==> src/rtl/core_trace_buf.sv <==
// Retire-trace buffer: captures one record per retired instruction into a
// first-word-fall-through FIFO and drains it to a trace sink until program exit.
module core_trace_buf #(
  parameter int XLEN  = 32,
  parameter int DEPTH = 16,
  localparam int AW   = $clog2(DEPTH)
) (
  input  logic            clk,
  input  logic            rst_n,
  input  logic            in_valid,
  input  logic [XLEN-1:0] in_pc,
  input  logic [31:0]     in_inst,
  input  logic [4:0]      in_wb_addr,
  input  logic [XLEN-1:0] in_wb_data,
  input  logic            in_exit,
  output logic            out_valid,
  input  logic            out_ready,
  output logic [XLEN-1:0] out_pc,
  output logic [31:0]     out_inst,
  output logic [4:0]      out_wb_addr,
  output logic [XLEN-1:0] out_wb_data,
  output logic [AW:0]     level,
  output logic [15:0]     drop_cnt,
  output logic            done
);

  localparam int EW = 2 * XLEN + 37;
  localparam logic [AW:0] FULL_LVL = (AW + 1)'(DEPTH);

  typedef enum logic [1:0] {
    ST_RUN   = 2'd0,
    ST_DRAIN = 2'd1,
    ST_DONE  = 2'd2
  } state_t;

  state_t          state_r;
  state_t          state_next_s;
  logic [AW-1:0]   rd_ptr_r;
  logic [AW-1:0]   wr_ptr_r;
  logic [AW:0]     level_r;
  logic [AW:0]     level_next_s;
  logic [15:0]     drop_cnt_r;
  logic            out_valid_r;
  logic            done_r;
  logic [EW-1:0]   mem_r [DEPTH];
  logic [EW-1:0]   head_s;
  logic            pop_s;
  logic            push_s;
  logic            drop_s;
  logic            full_s;
  logic            run_s;

  assign run_s  = (state_r == ST_RUN);
  assign full_s = (level_r == FULL_LVL);
  assign pop_s  = out_valid_r & out_ready;
  // A full buffer still accepts a record when the head leaves in the same cycle.
  assign push_s = in_valid & run_s & (~full_s | pop_s);
  assign drop_s = in_valid & run_s & full_s & ~pop_s;

  // Occupancy update for push-only, pop-only, both or neither.
  always_comb begin
    level_next_s = level_r;
    case ({push_s, pop_s})
      2'b10:   level_next_s = level_r + {{AW{1'b0}}, 1'b1};
      2'b01:   level_next_s = level_r - {{AW{1'b0}}, 1'b1};
      default: level_next_s = level_r;
    endcase
  end

  // Next-state logic for capture / drain / finished phases.
  always_comb begin
    state_next_s = state_r;
    case (state_r)
      ST_RUN: begin
        if (in_exit) begin
          state_next_s = ST_DRAIN;
        end else begin
          state_next_s = ST_RUN;
        end
      end
      ST_DRAIN: begin
        if ((level_r == {(AW + 1){1'b0}}) ||
            ((level_r == {{AW{1'b0}}, 1'b1}) && pop_s)) begin
          state_next_s = ST_DONE;
        end else begin
          state_next_s = ST_DRAIN;
        end
      end
      ST_DONE:  state_next_s = ST_DONE;
      default:  state_next_s = ST_RUN;
    endcase
  end

  // Control state: FSM, pointers, occupancy, drop counter and flag outputs.
  always_ff @(posedge clk or negedge rst_n) begin
    if (!rst_n) begin
      state_r     <= ST_RUN;
      rd_ptr_r    <= {AW{1'b0}};
      wr_ptr_r    <= {AW{1'b0}};
      level_r     <= {(AW + 1){1'b0}};
      drop_cnt_r  <= 16'h0000;
      out_valid_r <= 1'b0;
      done_r      <= 1'b0;
    end else begin
      state_r     <= state_next_s;
      level_r     <= level_next_s;
      out_valid_r <= (level_next_s != {(AW + 1){1'b0}});
      done_r      <= (state_next_s == ST_DONE);
      if (push_s) begin
        wr_ptr_r <= wr_ptr_r + {{(AW - 1){1'b0}}, 1'b1};
      end else begin
        wr_ptr_r <= wr_ptr_r;
      end
      if (pop_s) begin
        rd_ptr_r <= rd_ptr_r + {{(AW - 1){1'b0}}, 1'b1};
      end else begin
        rd_ptr_r <= rd_ptr_r;
      end
      if (drop_s && (drop_cnt_r != 16'hFFFF)) begin
        drop_cnt_r <= drop_cnt_r + 16'h0001;
      end else begin
        drop_cnt_r <= drop_cnt_r;
      end
    end
  end

  // Record storage; contents are deliberately left untouched by reset.
  always_ff @(posedge clk) begin
    if (push_s) begin
      mem_r[wr_ptr_r] <= {in_pc, in_inst, in_wb_addr, in_wb_data};
    end
  end

  assign head_s = mem_r[rd_ptr_r];
  assign {out_pc, out_inst, out_wb_addr, out_wb_data} = head_s;
  assign out_valid = out_valid_r;
  assign level     = level_r;
  assign drop_cnt  = drop_cnt_r;
  assign done      = done_r;

endmodule

==> config.mk <==
export PLATFORM = sky130hd
export DESIGN_NAME = core_trace_buf
export DESIGN_NICKNAME = d
export VERILOG_FILES = /design/src/rtl/core_trace_buf.sv
export SDC_FILE = /design/constraint.sdc
export NUM_CORES = 2
export LEC_CHECK = 0
export ABC_CLOCK_PERIOD_IN_PS = 14100
export CORE_AREA = 2 2 376 378
export CTS_CLUSTER_DIAMETER = 100
export DETAILED_ROUTE_END_ITERATION = 8
export DIE_AREA = 0 0 378 380
export PLACE_DENSITY = 0.69
export SYNTH_ARGS = -nofsm -noshare
export SYNTH_HDL_FRONTEND = slang
export SYNTH_SLANG_ARGS = --single-unit
export TNS_END_PERCENT = 50
==> constraint.sdc <==
create_clock -name clk -period 14.1 [get_ports clk]
set_clock_uncertainty 0.05 [all_clocks]
set_input_delay 2.82 -clock clk [delete_from_list [all_inputs] [get_ports clk]]
set_output_delay 2.82 -clock clk [all_outputs]
set_load 0.005 [all_outputs]
Yosys cells after proc, flatten, opt, wreduce, memory -nomap -nowiden
Memories as Yosys holds them, arrays and structs flattened.
Cells that the tools add are included.
{"block": "word_totals", "reg_bits": 33, "ram_bits": 1616, "input_bits": 106, "output_inout_bits": 124, "word_cells": 41, "memories": 1}
{"block": "op_classes", "addsub": 5, "n_eq_ne": 8, "muxes": 6, "n_bitwise": 8, "reduce_logical": 6}
{"name": "mem_r", "depth": 16, "word_bits": 101, "read_ports": 1, "rd_clocked_by_memory_dff": 0, "wr": 1, "line": "45", "rtl": "logic [EW-1:0] mem_r [DEPTH];"}
{"cell": "$add 16x1->16 const B", "count": 1}
{"cell": "$ne 16x16->1 const B", "count": 1}
{"cell": "$pmux 5 s2", "count": 1}
{"cell": "$add 4x1->4 const B", "count": 2}
{"cell": "$eq 2x2->1 const B", "count": 3}
{"cell": "$pmux 2 s3", "count": 1}
{"cell": "$add 5x1->5 const B", "count": 1}
{"cell": "$and 1x1->1", "count": 5}
{"cell": "$eq 5x1->1 const B", "count": 1}
{"cell": "$eq 5x5->1 const B", "count": 1}
{"cell": "$logic_not 5->1", "count": 1}
{"cell": "$reduce_bool 5->1", "count": 1}
{"cell": "$sub 5x1->5 const B", "count": 1}
{"cell": "$eq 2x1->1 const B", "count": 2}
{"cell": "$mux 1", "count": 3}
{"cell": "$logic_and 1x1->1", "count": 2}
{"cell": "$logic_not 2->1", "count": 1}
{"cell": "$mux 2", "count": 1}
{"cell": "$not 1->1", "count": 2}
{"cell": "$logic_or 1x1->1", "count": 1}
{"cell": "$or 1x1->1", "count": 1}

Depth between registers and ports, before layout
{"block": "depth", "word_depth": 7, "depth_mapped": 12, "ltp_nobuf": 10}

Worst setup path before layout
Ideal clock, no wire load.
{"block": "synth_timing", "path_kind": "input to register", "startpoint": "input out_ready", "endpoint": "memory mem_r[0][0] (netlist name) (enable)", "setup_ps": 845, "arrival_time_ps": 13872, "required_time_ps": 13205, "setup_slack_ps": -667, "cell_stages": 6, "path_buffers": 2, "path_cell_list": "and2_1 clkbuf_1 inv_2 a21bo_1 buf_2 nor4b_1"}
{"block": "synth_via", "elab_chain_len": 5}
{"element": "start: declaration", "line": "17", "rtl": "input logic out_ready,"}
{"element": "$and 1x1->1", "line": "55", "rtl": "assign pop_s = out_valid_r & out_ready;"}
{"element": "via pop_s", "line": "47", "rtl": "logic pop_s;"}
{"element": "$or 1x1->1", "line": "57", "rtl": "assign push_s = in_valid & run_s & (~full_s | pop_s);"}
{"element": "$and 1x1->1", "line": "57"}
{"element": "$mux 1", "line": "129", "rtl": "if (push_s) begin"}
{"element": "$mux 1 (not written as such)", "line": "130", "rtl": "mem_r[wr_ptr_r] <= {in_pc, in_inst, in_wb_addr, in_wb_data};"}
{"element": "end: declaration", "line": "45"}
The timed path passes the listed nets, and every way through them passes these cells.

Worst setup path in the final report
{"block": "layout_timing", "startpoint": "register rd_ptr_r[0]", "endpoint": "output out_inst[30]"}
{"block": "layout_via", "elab_chain_len": 1}
{"element": "start: declaration", "line": "38", "rtl": "logic [AW-1:0] rd_ptr_r;"}
{"element": "start signal: assignment", "line": "98", "rtl": "rd_ptr_r <= {AW{1'b0}};"}
{"element": "start signal: assignment", "line": "115", "rtl": "rd_ptr_r <= rd_ptr_r + {{(AW - 1){1'b0}}, 1'b1};"}
{"element": "start signal: assignment", "line": "117", "rtl": "rd_ptr_r <= rd_ptr_r;"}
{"element": "$mem_v2 16x101"}
{"element": "end: declaration", "line": "19", "rtl": "output logic [31:0] out_inst,"}
No other way between the ends.

==> key figures <==
Outcome
  – Result of the run: complete, no violations

Placed design
  – Placement Cell Area: 67000 sq um
  – Global placer's final weighted congestion: 0.749
  – DP Wirelength: 65.1 mm
  – Buffers on Ports: 229
  – Worst slack after detailed placement: 6.66 ns

Yosys
  – Number of warnings printed during yosys synthesis: 0
  – Combinational family with the most area after synthesis: multiplexers
  – Net count after synthesis: 2539
  – Mux cell area share after synthesis: 18.3%
  – Complex-gate fraction of the synthesized area: 0.244%
  – Ys async rst share: 2.00%
  – Post-synthesis register bit count: 1649
  – Simple logic cell fraction of the synthesized area: 0.782%
  – Number of distinct library cells after synthesis: 48
  – Post-synthesis sequential area ratio: 79.0%
  – Average cell area after synthesis: 25.8 sq um
  – Number of flops mapped to enable cells by yosys: 1616
  – Dominant register cell in the synthesized netlist: sky130_fd_sc_hd__edfxtp_1
  – Area of the mapped netlist: 62400 sq um
  – Xor/xnor cell area share of the yosys netlist: 0.267%
  – Adder-cell area share of the yosys netlist: 0.240%
  – Number of instances in the synthesized netlist: 2421

Clocking
  – Hold buffer count at CTS: 0
  – Cts bufs inserted: 162
  – Latest clock arrival within the worst-skew pair: 0.79 ns
  – Root buf cell: sky130_fd_sc_hd__clkbuf_16
  – Number of buffers on the longest clock path: 3
  – CTS HTree Levels: 4
  – TritonCTS clock tree: yes
  – Clock Sinks: 1649
  – Post-CTS Setup Inserts: 0
  – Count of instances resized after the clock tree is built: 0
  – Clock-pin slew of the registers on the worst-case setup and hold paths: 0.06 ns

Timing
  – Relative slew margins: 19.3%
  – Minimum setup slack in the final design: 6.03 ns
  – Unrepaired setup endpoints after global routing: false
  – Max-slew violation total from the final report: 0
  – Endpoints failing setup: 0
  – Fin. Hold Viols: 0
  – Tightest Pin Transition: 1.21 ns
  – Minimum clock period: 8.07 ns
  – Final period utilization: 57.2%
  – Total negative slack for setup checks: 0 ns
  – Top achievable clock speed: 124 MHz

Detailed routing
  – Count of routing violations after the opening detailed-route iteration: 2738
  – Antenna Nets Post-Route: 0
  – Per-cell routed wire length: 29.0 um
  – Overall via count from detail_route: 27521
  – Vias per inst: 5.80
  – Final wirelength: 137 mm
  – Length of the first detailed-routing pass in iterations: 6
  – Drt drc: 0

Power
  – Power density over the cells: 192 nW/um^2
  – Leakage power: 22.2 nW
  – Worst IR drop on VDD: 177 uV

Layout
  – Finished layout cell area: 72100 sq um
  – Relative area change from synthesis to final layout: 15.4%
  – Fin nets: 2851
  – Share of cells above drive strength 1: 27.8%

Global route
  – Residual overflow from global routing: 0
  – Global-route wire length before repair: 201 mm
  – GRT Resource Usage Total: 19.4%
  – Maximum number of pins on one net before global-route repair: 179
  – Initial antenna violation count: 28
  – Via count of the first global-routing pass: 29454

Worst setup path
  – Worst EP arrival: 5.20 ns
  – WP data required: 11.23 ns
  – Slowest-stage cell, CP: sky130_fd_sc_hd__dfrtp_4
  – Most repeated library cell on the critical path: sky130_fd_sc_hd__mux4_2
  – Sort of element at the end of the critical path: output pin
  – Kind of launch point of the worst setup path: flop
  – Path type of the worst setup path: flop to output pin
  – Max incr delay on CP: 1.12 ns
  – Peak fanout along the critical path: 96
  – Chain of cells forming the critical path: buf_4, buf_12, mux4_2, mux4_2, clkdlybuf4s50_1

Die
  – Vert. Die Dim: 380 um
  – Starting Density: 44.9%
  – Std-Cell Core Area: 139000 sq um
  – Overall die area: 144000 sq um
  – Width of the die: 378 um
  – Num ports: 230
  – Row count: 137

Flow run
  – Count of maximum capacitance violations: 0

Min path
  – Kind of path behind the tightest hold check: flop to flop
==> layout make-up <==
class	count	area, sq um
Antenna cell	4	10.0
Clock buffer	201	4290
Clock inverter	92	808
Fill cell	10543	67100
Inverter	11	41.3
Multi-Input combinational cell	642	12500
Sequential cell	1649	49400
Tap cell	1876	2350
Timing Repair Buffer	267	2730
==> cells in the final DEF (no fill, tap or decap), types with 5 or more instances in the layout <==
master                            instances
sky130_fd_sc_hd__mux4_2                 505
sky130_fd_sc_hd__nand2b_1                 5
sky130_fd_sc_hd__nand4_1                  6
sky130_fd_sc_hd__bufinv_16               11
sky130_fd_sc_hd__edfxtp_1              1616
sky130_fd_sc_hd__clkinv_1                32
sky130_fd_sc_hd__buf_4                   26
sky130_fd_sc_hd__clkinvlp_4               6
sky130_fd_sc_hd__nand2_1                 16
sky130_fd_sc_hd__inv_6                    9
sky130_fd_sc_hd__nor3_1                   8
sky130_fd_sc_hd__clkinv_2                28
sky130_fd_sc_hd__clkbuf_16              166
sky130_fd_sc_hd__dfrtp_1                 29
sky130_fd_sc_hd__xor2_1                  12
sky130_fd_sc_hd__xnor2_1                  7
sky130_fd_sc_hd__clkbuf_1                35
sky130_fd_sc_hd__ha_1                    12
sky130_fd_sc_hd__nor2_1                   6
sky130_fd_sc_hd__clkdlybuf4s50_1        229
sky130_fd_sc_hd__nand3_1                  6
sky130_fd_sc_hd__inv_1                    9
sky130_fd_sc_hd__buf_12                  12
==> synthesized netlist by cell type, drive strengths merged, types with 2 or more instances <==
cell,instances,area [sq um]
edfxtp,1616,48500
mux4,505,11400
buf,69,459
clkbuf,50,188
dfrtp,33,826
nand2,16,60.1
ha,12,150
xor2,12,105
inv,11,41.3
and4,8,70.1
nor3,8,40.0
xnor2,7,61.3
nand3,6,30.0
nand4,6,37.5
nor2,6,22.5
nor3b,6,45.0
nor4b,6,52.6
nand2b,5,31.3
and3,4,25.0
mux2,4,45.0
a21oi,3,15.0
nor4,3,25.0
a211oi,2,15.0
and2,2,12.5
mux2i,2,20.0
o21ai,2,10.0
==> logic make-up (layout without fill, tap and decap cells) <==
group                    after synthesis  in the layout
AO/OA/AOI/OAI                         20             20
XOR/XNOR                              19             19
adder cells (fa/ha/maj)               12             12
buffers and inverters                130            571
flip-flops                          1649           1649
multiplexers                         511            511
other                                  0              4
AND/OR/NAND/NOR                       80             80
==> sequential cells by signal, summed over array words and instances, names as in the netlist <==
name       cells
drop_cnt      16
wr_ptr_r       4
done           1
rd_ptr_r       4
state_r        2
mem_r       1616
out_valid      1
level          5
==> where the power goes <==
group	switching [mW]	total, mW	internal [mW]
logic	1.73	3.82	2.09
clock network	1.78	4.14	2.36
registers	0.201	5.88	5.68
total	3.72	13.9	10.1
==> worst max-delay path, delay by kind of cell, from the launching register on <==
family   cells  cell delay, ns
mux          2            1.11
buf+inv      3            1.91
flops        1            1.12
==> final timing paths <==
path | from | endpoint | slack (ns) | depth (start not counted)
worst max-delay path | rd_ptr_r[0] | out_inst[30] | 6.03 | 5
worst min-delay path | drop_cnt[10] | drop_cnt[10] | 0.48 | 1
worst max register to register | level[0] | mem_r[14][41] | 9.82 | 8
worst min register to register | drop_cnt[10] | drop_cnt[10] | 0.48 | 1
max in group asynchronous | rst_n | rd_ptr_r[0] | 11.24 | 2
min in group asynchronous | rst_n | state_r[1] | 2.38 | 2
==> per-layer routing <==
| layer | GRT usage (%) | vias to the layer above | wire (um) |
|---|---|---|---|
| met2 | 31.2 | 1025 | 68100 |
| met5 | 0 | - | 246 |
| li1 | - | 11242 | - |
| met4 | 5.55 | 40 | 2950 |
| met3 | 5.16 | 217 | 11000 |
| met1 | 26.2 | 14997 | 55100 |
==> stage by stage <==
stage / cells / utilization [%] / hold slack (ns) / total power [mW]
CTS: 4738 / 51.8 / 0.475 / 14.0
detailed placement: 4445 / 48.1 / 0.457 / 9.88
finish: 4742 / 51.8 / 0.480 / 13.9
global route: 4741 / 51.8 / 0.517 / 14.4
global placement: 4445 / 48.1 / 0.452 / 9.80
floorplan: 2421 / - / 0.439 / 8.40
No activity file was read; power rests on OpenSTA's default activity.
